==> config.mk <==
export PLATFORM = sky130hd
export DESIGN_NAME = pad_mux_sequencer
export DESIGN_NICKNAME = d
export VERILOG_FILES = /design/src/rtl/pad_mux_pkg.sv /design/src/rtl/pad_mux_delay_cnt.sv /design/src/rtl/pad_mux_sequencer.sv
export SDC_FILE = /design/constraint.sdc
export NUM_CORES = 1
export LEC_CHECK = 0
export BUFFER_PORTS_ARGS = -buffer_cell sky130_fd_sc_hd__buf_2
export CAP_MARGIN = 0
export CORE_MARGIN = 5
export CORE_UTILIZATION = 50
export CTS_CLUSTER_DIAMETER = 200
export DETAILED_ROUTE_END_ITERATION = 8
export PLACE_DENSITY = 0.75
export SYNTH_ARGS = -nofsm -noshare
export SYNTH_HDL_FRONTEND = slang
export SYNTH_SLANG_ARGS = --single-unit
==> constraint.sdc <==
create_clock -name clk_i -period 4.9 [get_ports clk_i]
set_input_delay 0.49 -clock clk_i [delete_from_list [all_inputs] [get_ports clk_i]]
set_output_delay 0.49 -clock clk_i [all_outputs]
set_load 0.01 [all_outputs]
==> src/rtl/pad_mux_pkg.sv <==
// Shared types and defaults for the pad mux sequencer.
package pad_mux_pkg;

  localparam int PAD_N_IO_DEF      = 48;
  localparam int PAD_SEL_W         = 2;
  localparam int GATE_CYCLES_DEF   = 4;
  localparam int SETTLE_CYCLES_DEF = 4;

  typedef logic [PAD_SEL_W-1:0] pad_sel_t;

  typedef enum logic [1:0] {
    IDLE   = 2'd0,
    GATE   = 2'd1,
    SETTLE = 2'd2
  } pad_mux_state_e;

  // Counter width able to hold max_cycles-1, never narrower than one bit.
  function automatic int cnt_width(input int max_cycles);
    return (max_cycles > 1) ? $clog2(max_cycles) : 1;
  endfunction

endpackage

==> src/rtl/pad_mux_delay_cnt.sv <==
// Loadable down-counter with a zero flag; shared by the GATE and SETTLE waits.
module pad_mux_delay_cnt #(
  parameter int CNT_W = 2
) (
  input  logic             clk_i,
  input  logic             rst_i,
  input  logic             load_i,
  input  logic [CNT_W-1:0] load_val_i,
  output logic             zero_o
);

  logic [CNT_W-1:0] cnt_q, cnt_d;

  // Load has priority; otherwise count down and park at zero.
  always_comb begin
    cnt_d = cnt_q;
    if (load_i) begin
      cnt_d = load_val_i;
    end else if (cnt_q != '0) begin
      cnt_d = cnt_q - 1'b1;
    end
  end

  // Counter register.
  always_ff @(posedge clk_i or posedge rst_i) begin
    if (rst_i) cnt_q <= '0;
    else       cnt_q <= cnt_d;
  end

  assign zero_o = (cnt_q == '0);

endmodule

==> src/rtl/pad_mux_sequencer.sv <==
// Per-pad mux-select owner applying break-before-make changes:
// gate OE, wait, switch select, wait, release gate.
// Optional macro PAD_MUX_LOCK_EN adds sticky per-pad locks (lock_set_i).
//
// state  | meaning
// IDLE   | ready for a request, no pad gated
// GATE   | target pad OE gated, select not yet switched
// SETTLE | select switched, OE still gated while the pad settles
module pad_mux_sequencer
  import pad_mux_pkg::*;
#(
  parameter int N_IO          = PAD_N_IO_DEF,
  parameter int NBIT_PADMUX   = PAD_SEL_W,
  parameter int GATE_CYCLES   = GATE_CYCLES_DEF,
  parameter int SETTLE_CYCLES = SETTLE_CYCLES_DEF,
  localparam int IDX_W        = $clog2(N_IO)
) (
  input  logic                                clk_i,
  input  logic                                rst_i,
  input  logic                                wr_valid_i,
  output logic                                wr_ready_o,
  input  logic [IDX_W-1:0]                    wr_pad_i,
  input  logic [NBIT_PADMUX-1:0]              wr_sel_i,
  output logic                                wr_err_o,
  output logic                                busy_o,
`ifdef PAD_MUX_LOCK_EN
  input  logic [N_IO-1:0]                     lock_set_i,
`endif
  output logic [N_IO-1:0][NBIT_PADMUX-1:0]    pad_mux_o,
  output logic [N_IO-1:0]                     oe_gate_o
);

  localparam int MAX_CYC = (GATE_CYCLES > SETTLE_CYCLES) ? GATE_CYCLES : SETTLE_CYCLES;
  localparam int CNT_W   = cnt_width(MAX_CYC);
  localparam logic [CNT_W-1:0] GATE_LOAD   = CNT_W'(GATE_CYCLES - 1);
  localparam logic [CNT_W-1:0] SETTLE_LOAD = CNT_W'(SETTLE_CYCLES - 1);
  // One extra bit so an out-of-range index equal to N_IO is representable.
  localparam logic [IDX_W:0]   N_IO_W      = (IDX_W + 1)'(N_IO);

  pad_mux_state_e                       state_q, state_d;
  logic [IDX_W-1:0]                     pad_q, pad_d;
  logic [NBIT_PADMUX-1:0]               sel_q, sel_d;
  logic [N_IO-1:0][NBIT_PADMUX-1:0]     mux_q, mux_d;
  logic [N_IO-1:0]                      gate_q, gate_d;
  logic                                 err_q, err_d;
  logic                                 busy_q, busy_d;
  logic                                 cnt_load;
  logic [CNT_W-1:0]                     cnt_load_val;
  logic                                 cnt_zero;
  logic                                 pad_in_range;
  logic                                 pad_locked;

  assign pad_in_range = ({1'b0, wr_pad_i} < N_IO_W);

`ifdef PAD_MUX_LOCK_EN
  logic [N_IO-1:0] lock_q;

  // Sticky locks; only reset clears them.
  always_ff @(posedge clk_i or posedge rst_i) begin
    if (rst_i) lock_q <= '0;
    else       lock_q <= lock_q | lock_set_i;
  end

  assign pad_locked = pad_in_range && lock_q[wr_pad_i];
`else
  assign pad_locked = 1'b0;
`endif

  // Sequencer next-state: accept/reject in IDLE, switch select at end of GATE,
  // release the gate at end of SETTLE.
  always_comb begin
    state_d      = state_q;
    pad_d        = pad_q;
    sel_d        = sel_q;
    mux_d        = mux_q;
    gate_d       = gate_q;
    err_d        = 1'b0;
    cnt_load     = 1'b0;
    cnt_load_val = GATE_LOAD;
    case (state_q)
      IDLE: begin
        if (wr_valid_i) begin
          if (!pad_in_range || pad_locked) begin
            err_d = 1'b1;
          end else if (wr_sel_i != mux_q[wr_pad_i]) begin
            pad_d            = wr_pad_i;
            sel_d            = wr_sel_i;
            gate_d[wr_pad_i] = 1'b1;
            cnt_load         = 1'b1;
            state_d          = GATE;
          end
        end
      end
      GATE: begin
        if (cnt_zero) begin
          mux_d[pad_q] = sel_q;
          cnt_load     = 1'b1;
          cnt_load_val = SETTLE_LOAD;
          state_d      = SETTLE;
        end
      end
      SETTLE: begin
        if (cnt_zero) begin
          gate_d[pad_q] = 1'b0;
          state_d       = IDLE;
        end
      end
      default: state_d = IDLE;
    endcase
    busy_d = (state_d != IDLE);
  end

  // State and output registers.
  always_ff @(posedge clk_i or posedge rst_i) begin
    if (rst_i) begin
      state_q <= IDLE;
      pad_q   <= '0;
      sel_q   <= '0;
      mux_q   <= '0;
      gate_q  <= '0;
      err_q   <= 1'b0;
      busy_q  <= 1'b0;
    end else begin
      state_q <= state_d;
      pad_q   <= pad_d;
      sel_q   <= sel_d;
      mux_q   <= mux_d;
      gate_q  <= gate_d;
      err_q   <= err_d;
      busy_q  <= busy_d;
    end
  end

  pad_mux_delay_cnt #(
    .CNT_W (CNT_W)
  ) u_delay_cnt (
    .clk_i      (clk_i),
    .rst_i      (rst_i),
    .load_i     (cnt_load),
    .load_val_i (cnt_load_val),
    .zero_o     (cnt_zero)
  );

  assign wr_ready_o = (state_q == IDLE);
  assign busy_o     = busy_q;
  assign wr_err_o   = err_q;
  assign pad_mux_o  = mux_q;
  assign oe_gate_o  = gate_q;

endmodule

==> reports/results.txt, run 1 <==
MaxCap Viol Count: 0
leakage: 4.27 nW
clock root cell: clkbuf_16
number of CTS-inserted buffers: 17
DRC errors left: 0
Die Ht: 137 um
DR pass1 iterations: 5
most frequent cells in the layout: buf_2, dfrtp_1, mux2_2
IO Port Bufs: 157
Post-Synthesis Cell Area: 8030 um^2
beginning of the worst register-to-register path: pad_mux_o[11]
register area share after synthesis: 0.492
Post-CTS Setup Inserts: 0
post-layout util: 0.601
Worst path slowest cell: buf_2
crit end category: register
Initial Util: 0.508
first-pass GRT wire length: 37200 um
area of the core: 15800 um^2
status: complete, no violations
drt total wl: 24300 um
final hold viol count: 0
crit share post-route: 0.717
I/O Pins: 158
top_reg_cell synth: dfrtp_1
critical path class: in2reg
RSZ-0062 raised after global routing: false
Worst Hold Class: in2async
internal cell power: 0.00285 W
vias: 6764
Avg WL per Cell: 22.3 um
antenna violations before repair: 1
sum of negative setup slack: 0 ns
die span in x: 137 um
setup violators final: 0
global placement routability congestion: 0.932
fmax: 285 MHz
Max H-tree Level: 4
nets: 875
Slew @ Worst Pin: 1.28 ns
row cnt: 46
Net Sw Power: 0.00153 W
clock power share: 0.340
EDFF count, synth: 0
Worst-path clk slew: 0.07 ns
ant diodes: 0
Worst R2R Path Depth: 8
Peak VDD IR: 0.401 mV
die area: 18700 um^2
worst path arrival time: 3.80 ns
CTS tree: built
reg2reg setup slack: 1.78 ns
Worst Path Max Fanout: 43
pin count of the biggest net entering global routing: 110
Post-Syn Area per Cell: 11.0 um^2
synth unique cells: 64
Max-slew headroom: 0.138
R2R Path End: oe_gate_o[16]
Clock Path Buffers: 2
max-slew violation count: 0
most common cell after layout, fill and taps aside: buf_2
switching fraction of total power: 0.349
async set-reset flop share out of synthesis: 1.00
CP peak stage delay: 0.61 ns
ANT nets after route: 0
TritonCTS sink count: 158
clk_lat worst skew: 0.44 ns
layout cell share with drive strength beyond 1: 0.401
Mapped Cells: 729
Seq cells post-synth: 158
Synth-to-Final Area Change: 18.3%
CP startpoint kind: input pin
dpl hpwl: 16500 um
cell breakdown of the critical path: buf_2 -> mux4_2 -> nor2b_1 -> a211o_1 -> a22oi_2 -> a211oi_4 -> a21oi_4 -> buf_12 -> o21ai_0
clock skew: 0.0131 ns
global-route usage over all layers: 0.262
Power per Cell Area: 462 nW/um^2
sequential power share: 0.416
Via density: 6.19
syn_nets: 741
combinational share of power: 0.244
Yosys Warn Count: 0
Resized Gates After CTS: 0
final worst path period need: 3.51 ns
Congestion Overflow GR: 0
initial drt markers: 767
number of global-route vias before repair: 6507
worst path required time: 5.19 ns
hold buffer count at CTS: 0
-- synth_stat cells (4+ instances only) --
| cell type | instances | area share |
|---|---|---|
| a211oi_1 | 5 | 0.0047 |
| a21oi_1 | 7 | 0.0044 |
| a31oi_1 | 9 | 0.0070 |
| and2_1 | 6 | 0.0047 |
| and3b_1 | 6 | 0.0065 |
| buf_1 | 4 | 0.0019 |
| buf_2 | 6 | 0.0037 |
| buf_6 | 7 | 0.0098 |
| clkbuf_1 | 21 | 0.0098 |
| dfrtp_1 | 158 | 0.49 |
| inv_1 | 12 | 0.0056 |
| mux2_2 | 105 | 0.15 |
| mux2i_1 | 7 | 0.0087 |
| mux4_2 | 7 | 0.020 |
| nand2_1 | 56 | 0.026 |
| nand2b_1 | 4 | 0.0031 |
| nand3_1 | 58 | 0.036 |
| nand3b_1 | 11 | 0.010 |
| nand4_1 | 9 | 0.0070 |
| nor2_1 | 35 | 0.016 |
| nor3_1 | 12 | 0.0075 |
| nor3b_1 | 8 | 0.0075 |
| o21ai_0 | 92 | 0.057 |
| o21ai_2 | 19 | 0.021 |
-- how the worst max path moves through the flow --
stage                            from            end  slack (ns)  depth (start not counted)
after floorplan                 rst_i         busy_o        0.15                          1
after global placement    wr_pad_i[0]         busy_o        1.09                          9
after detailed placement  wr_pad_i[0]         busy_o        1.02                          9
after CTS                 wr_pad_i[0]  oe_gate_o[16]        1.43                          9
after global routing      wr_pad_i[0]  oe_gate_o[16]        1.19                          9
final                     wr_pad_i[0]  oe_gate_o[16]        1.39                          9
-- area by class of cell --
type / instances / area [um^2]
fill: 1308 / 6320
sequential: 158 / 3960
clock inverter: 13 / 209
inverter: 13 / 53.8
timing repair buffer: 165 / 858
tap: 216 / 270
clock buffer: 19 / 453
multi-input combinational: 508 / 3700
-- power by group through the flow --
stage | combinational (W) | clock [W] | sequential (W)
after global routing | 0.00115 | 0.00155 | 0.00185
after floorplan | 0.000700 | 0 | 0.00174
after detailed placement | 0.00105 | 0 | 0.00184
final | 0.00107 | 0.00149 | 0.00183
after CTS | 0.00106 | 0.00149 | 0.00182
after global placement | 0.00103 | 0 | 0.00183
-- registers in the layout, indices dropped and copies added, names as in the netlist --
signal / count
u_delay_cnt.cnt_q: 2
oe_gate_o: 48
pad_mux_o: 96
sel_q: 2
wr_err_o: 1
pad_q: 6
state_q: 2
busy_o: 1
-- logic make-up (layout without fill, tap and decap cells) --
family                   Yosys count  count (layout)  share of synthesized area
multiplexers                     121             121                      0.182
adder cells (fa/ha/maj)            1               1                    0.00156
AND/OR/NAND/NOR                  222             222                      0.142
buffers and inverters             63             210                     0.0495
AO/OA/AOI/OAI                    164             164                      0.133
flip-flops                       158             158                      0.492
-- metrics by stage --
step	std cells	hold slack [ns]	area [um^2]	total power [W]	worst slack, ns
6_report	1092	0.293	9510	0.00439	1.39
5_1_grt	1092	0.387	9510	0.00456	1.19
4_1_cts	1092	0.330	9510	0.00437	1.43
3_5_place_dp	1060	0.493	8840	0.00289	1.02
3_3_place_gp	1060	0.486	8840	0.00286	1.09
2_1_floorplan	729	0.544	8030	0.00244	0.147
-- layer usage --
metal	wire length, um	track usage
met5	12	0
met1	10000	0.361
met3	2210	0.0618
met4	769	0.104
met2	11300	0.403
-- worst max-delay path: cells and delay by family --
| kind | cells | cell delay (ns) |
|---|---|---|
| and+or+nand+nor | 1 | 0.14 |
| AOI/OAI and AO/OA | 5 | 1.64 |
| buffers and inverters | 2 | 0.91 |
| muxes | 1 | 0.59 |
No activity file was read; power rests on OpenSTA's default activity.
==> inputs of run 2 (changes only) <==
- CORE_UTILIZATION: 50 -> 56
- PLACE_DENSITY: 0.75 -> 0.8
- clock period: 4.9 -> 3.4 ns (I/O delays scaled with it)
==> run 2 against run 1 <==
First-iteration DRC count decreased by 19%. Flip-flop and latch count unchanged. Clock-buffer cell count grew 3. Via count grew 1.1%. Global-route usage up 3.0 points. Clock skew hardly changed. Core utilization grew 8.2 points. Critical path depth down 1. Wire length down 1.9%. Power increased by 40%. Hold slack got worse by 0.26 ns. Largest power group unchanged.
==> reports/results.txt, run 2 (synthesized netlist as in run 1, its figures left out) <==
most common cell after layout, fill and taps aside: buf_2
Post-CTS Setup Inserts: 0
IO Port Bufs: 157
layout cell share with drive strength beyond 1: 0.408
Initial Util: 0.574
ant diodes: 0
Max-slew headroom: 0.340
Congestion Overflow GR: 0
Final WS setup: 0.536 ns
first-pass GRT wire length: 37500 um
final hold viol count: 0
Worst Hold Class: in2async
initial drt markers: 620
die area: 16800 um^2
number of global-route vias before repair: 6777
nets: 892
Power per Cell Area: 645 nW/um^2
clock root cell: clkbuf_16
Resized Gates After CTS: 0
Synth-to-Final Area Change: 18.8%
setup violators final: 0
vias: 6839
most frequent cells in the layout: buf_2, dfrtp_1, mux2_2
TritonCTS sink count: 158
R2R Path End: oe_gate_o[42]
global placement routability congestion: 0.914
RSZ-0062 raised after global routing: false
DRC errors left: 0
pin count of the biggest net entering global routing: 70
hold buffer count at CTS: 0
worst path required time: 3.69 ns
drt total wl: 23900 um
MaxCap Viol Count: 0
clk_lat worst skew: 0.44 ns
clock skew: 0.0130 ns
row cnt: 43
die span in x: 130 um
Worst-path clk slew: 0.06 ns
Worst path slowest cell: nor4_1
ANT nets after route: 0
number of CTS-inserted buffers: 17
status: complete, no violations
pre-CTS setup slack: 0.187 ns
dpl hpwl: 16300 um
cell breakdown of the critical path: mux2_2 -> a22o_1 -> a211o_1 -> nor4_1 -> nand3_1 -> a21oi_4 -> buf_4 -> o21ai_0
CP startpoint kind: register
FF/Latch Area: 3960 um^2
Via density: 6.37
fmax: 349 MHz
Worst R2R Path Depth: 8
critical path class: reg2reg
max-slew violation count: 0
Worst Path Max Fanout: 27
antenna violations before repair: 1
final worst path period need: 2.86 ns
footprint of the multi-input gates: 3690 um^2
crit share post-route: 0.842
Peak VDD IR: 0.371 mV
beginning of the worst register-to-register path: pad_mux_o[22]
CTS tree: built
CP peak stage delay: 0.42 ns
max reg flops: 96
FILL cells: 1044
I/O Pins: 158
Max H-tree Level: 4
sum of negative setup slack: 0 ns
worst path arrival time: 3.16 ns
DR pass1 iterations: 6
Clock Path Buffers: 2
Die Ht: 130 um
crit end category: register
area of the core: 14000 um^2
global-route usage over all layers: 0.292
leakage: 4.33 nW
Avg WL per Cell: 22.2 um
reg2reg setup slack: 0.54 ns
Slew @ Worst Pin: 0.982 ns
run 2: critical path, delay by kind of cell (launching register included):
family,cells,cell delay (ns)
buffers and inverters,1,0.37
AO/OA/AOI/OAI,4,0.95
multiplexers,1,0.28
AND/OR/NAND/NOR,2,0.70
flip-flops,1,0.40
run 2: power breakdown:
group	leakage, nW	internal, W	switching [W]
logic	2.11	0.000616	0.000952
registers	1.93	0.00218	0.000436
clock network	0.296	0.00121	0.000763
run 2: worst max path at each step:
stage	start	to	slack [ns]	cells past startpoint
after detailed placement	wr_pad_i[0]	oe_gate_o[42]	0.19	10
after CTS	pad_mux_o[18]	oe_gate_o[42]	0.59	8
after floorplan	wr_pad_i[0]	u_delay_cnt.cnt_q[0]	0.91	10
after global routing	wr_pad_i[0]	oe_gate_o[42]	0.25	10
final	pad_mux_o[22]	oe_gate_o[42]	0.54	8
after global placement	wr_pad_i[0]	busy_o	0.29	9
run 2: per-stage QoR:
step,hold WS (ns),utilization,cell area [um^2],power (W),cells
final,0.0367,0.682,9550,0.00616,1073
after floorplan,0.472,-,8040,0.00351,729
after global routing,0.110,0.682,9550,0.00642,1073
after CTS,0.0581,0.682,9550,0.00614,1073
after detailed placement,0.493,0.639,8940,0.00417,1041
after global placement,0.485,0.639,8940,0.00414,1041
run 2: final cells by class:
class | count | share of cell area
clock buffers | 22 | 0.0497
clock inverters | 10 | 0.0140
inverters | 13 | 0.00550
multi-input cells | 508 | 0.387
flip-flops and latches | 158 | 0.414
well taps | 180 | 0.0236
repair buffers | 182 | 0.106
run 2: per-layer routing:
metal | vias to the layer above | GRT usage | share of wire
met4 | 2 | 0.126 | 0.034
met3 | 70 | 0.0823 | 0.11
li1 | 2962 | - | -
met2 | 421 | 0.445 | 0.47
met1 | 3384 | 0.395 | 0.39
met5 | - | 0 | 0.00054
==> inputs of run 3 (changes only) <==
- clock period: 3.4 -> 2.94 ns (I/O delays scaled with it)
==> run 3 against run 2 <==
Non-clock buffer count up 13. First-iteration DRC count rose by 39%. Sequential power up 10%. Power increased by 18%. Sequential share of layout area decreased by 0.65 points. Clock-buffer cell count fell by 3. Wire length up 1.2%. Setup slack lost 0.29 ns. Core utilization increased by 1.0 points. Register-to-register slack got worse by 0.29 ns. Combinational power up 30%. Design area increased by 1.5%.
==> reports/results.txt, run 3 (synthesized netlist as in run 1, its figures left out) <==
status: complete, no violations
clk_lat worst skew: 0.43 ns
CP Depth: 8
final hold viol count: 0
RSZ-0062 raised after global routing: false
Worst-path clk slew: 0.06 ns
ant diodes: 0
TritonCTS sink count: 158
first-pass GRT wire length: 37700 um
sum of negative setup slack: 0 ns
pin count of the biggest net entering global routing: 68
leakage: 4.41 nW
die area: 16800 um^2
met3 WL post-DR: 2590 um
Congestion Overflow GR: 0
Die Ht: 130 um
Via density: 6.34
Slew @ Worst Pin: 0.716 ns
fmax: 371 MHz
initial drt markers: 864
Max-slew headroom: 0.522
crit share post-route: 0.917
most frequent cells in the layout: dfrtp_1, buf_2, mux2_2
Clock Path Buffers: 2
Worst R2R Path Depth: 8
DR pass1 iterations: 5
Post-CTS Setup Inserts: 0
Synth-to-Final Area Change: 20.6%
crit end category: register
die span in x: 130 um
final worst path period need: 2.69 ns
nets: 905
Resized Gates After CTS: 0
MaxCap Viol Count: 0
crit-path leading delay family: compound AO/OA/AOI/OAI gates
wire length on met1: 9530 um
drt total wl: 24100 um
dpl hpwl: 16700 um
number of CTS-inserted buffers: 17
CP startpoint kind: register
cell breakdown of the critical path: mux2_2 -> a22o_1 -> a211o_1 -> nor4_1 -> nand3_1 -> a21oi_4 -> buf_12 -> o21ai_0
CTS tree: built
setup violators final: 0
I/O Pins: 158
R2R Path End: oe_gate_o[24]
Pwr Total: 0.00728 W
layout cell share with drive strength beyond 1: 0.414
row cnt: 43
Max H-tree Level: 4
Initial Util: 0.574
antenna violations before repair: 0
worst path arrival time: 2.99 ns
Worst path slowest cell: dfrtp_1
hold buffer count at CTS: 1
global placement routability congestion: 0.911
Final WS setup: 0.245 ns
max reg flops: 96
critical path class: reg2reg
FILL cells: 1034
beginning of the worst register-to-register path: pad_mux_o[18]
pre-CTS setup slack: 0.00249 ns
Avg WL per Cell: 22.2 um
post-layout util: 0.693
reg2reg setup slack: 0.25 ns
clock root cell: clkbuf_16
metal2 WL: 11400 um
Worst Path Max Fanout: 35
Peak VDD IR: 0.453 mV
clock skew: 0.00856 ns
vias: 6887
global-route usage over all layers: 0.294
max layer used: met4
worst path required time: 3.24 ns
ANT nets after route: 0
CP endpoint: oe_gate_o[24]
Worst Path Buf+Inv: 1
IO Port Bufs: 157
crit path from: pad_mux_o[18]
number of global-route vias before repair: 6768
max-slew violation count: 0
CP peak stage delay: 0.41 ns
area of the core: 14000 um^2
DRC errors left: 0
most common cell after layout, fill and taps aside: dfrtp_1
Worst Hold Class: in2reg
Power per Cell Area: 751 nW/um^2
## run 3: metal layers
| layer | global-route usage | up-vias |
|---|---|---|
| met1 | 0.410 | 3418 |
| met3 | 0.0778 | 53 |
| met4 | 0.0905 | 0 |
| met5 | 0 | - |
| met2 | 0.455 | 416 |
| li1 | - | 3000 |
## run 3: how the worst min path moves through the flow
stage / slack [ns] / start / endpoint / cells after the start
final: 0.19 / wr_valid_i / wr_err_o / 3
after global routing: 0.19 / wr_valid_i / wr_err_o / 3
after CTS: 0.18 / wr_valid_i / wr_err_o / 3
after detailed placement: 0.44 / rst_i / pad_mux_o[34] / 2
after global placement: 0.43 / rst_i / pad_mux_o[34] / 2
after floorplan: 0.43 / wr_valid_i / wr_err_o / 2
## run 3: area by class of cell
class                      instances  area, um^2  area share
timing repair buffer             195        1140       0.117
sequential                       158        3950       0.408
tap                              180         225      0.0232
clock buffer                      19         443      0.0457
clock inverter                    13         188      0.0194
inverter                          13        52.6     0.00542
multi-input combinational        508        3690       0.381
## run 3: per-stage QoR
stage | instance area [um^2] | instances | hold slack [ns]
after global routing | 9690 | 1086 | 0.193
after floorplan | 8040 | 729 | 0.426
final | 9690 | 1086 | 0.190
after detailed placement | 9050 | 1053 | 0.438
after global placement | 9050 | 1053 | 0.430
after CTS | 9690 | 1086 | 0.178
## run 3: power by group
group	switching, W	total [W]	leakage [nW]	internal [W]
combinational	0.00127	0.00204	2.18	0.000773
sequential	0.000363	0.00289	1.93	0.00252
clock	0.000908	0.00235	0.300	0.00145
total	0.00254	0.00728	4.41	0.00474
## run 3: tightest hold or removal path, stage by stage
cell and delay [ns]:
buf_2 0.11, nand2_1 0.11, nor2_1 0.06
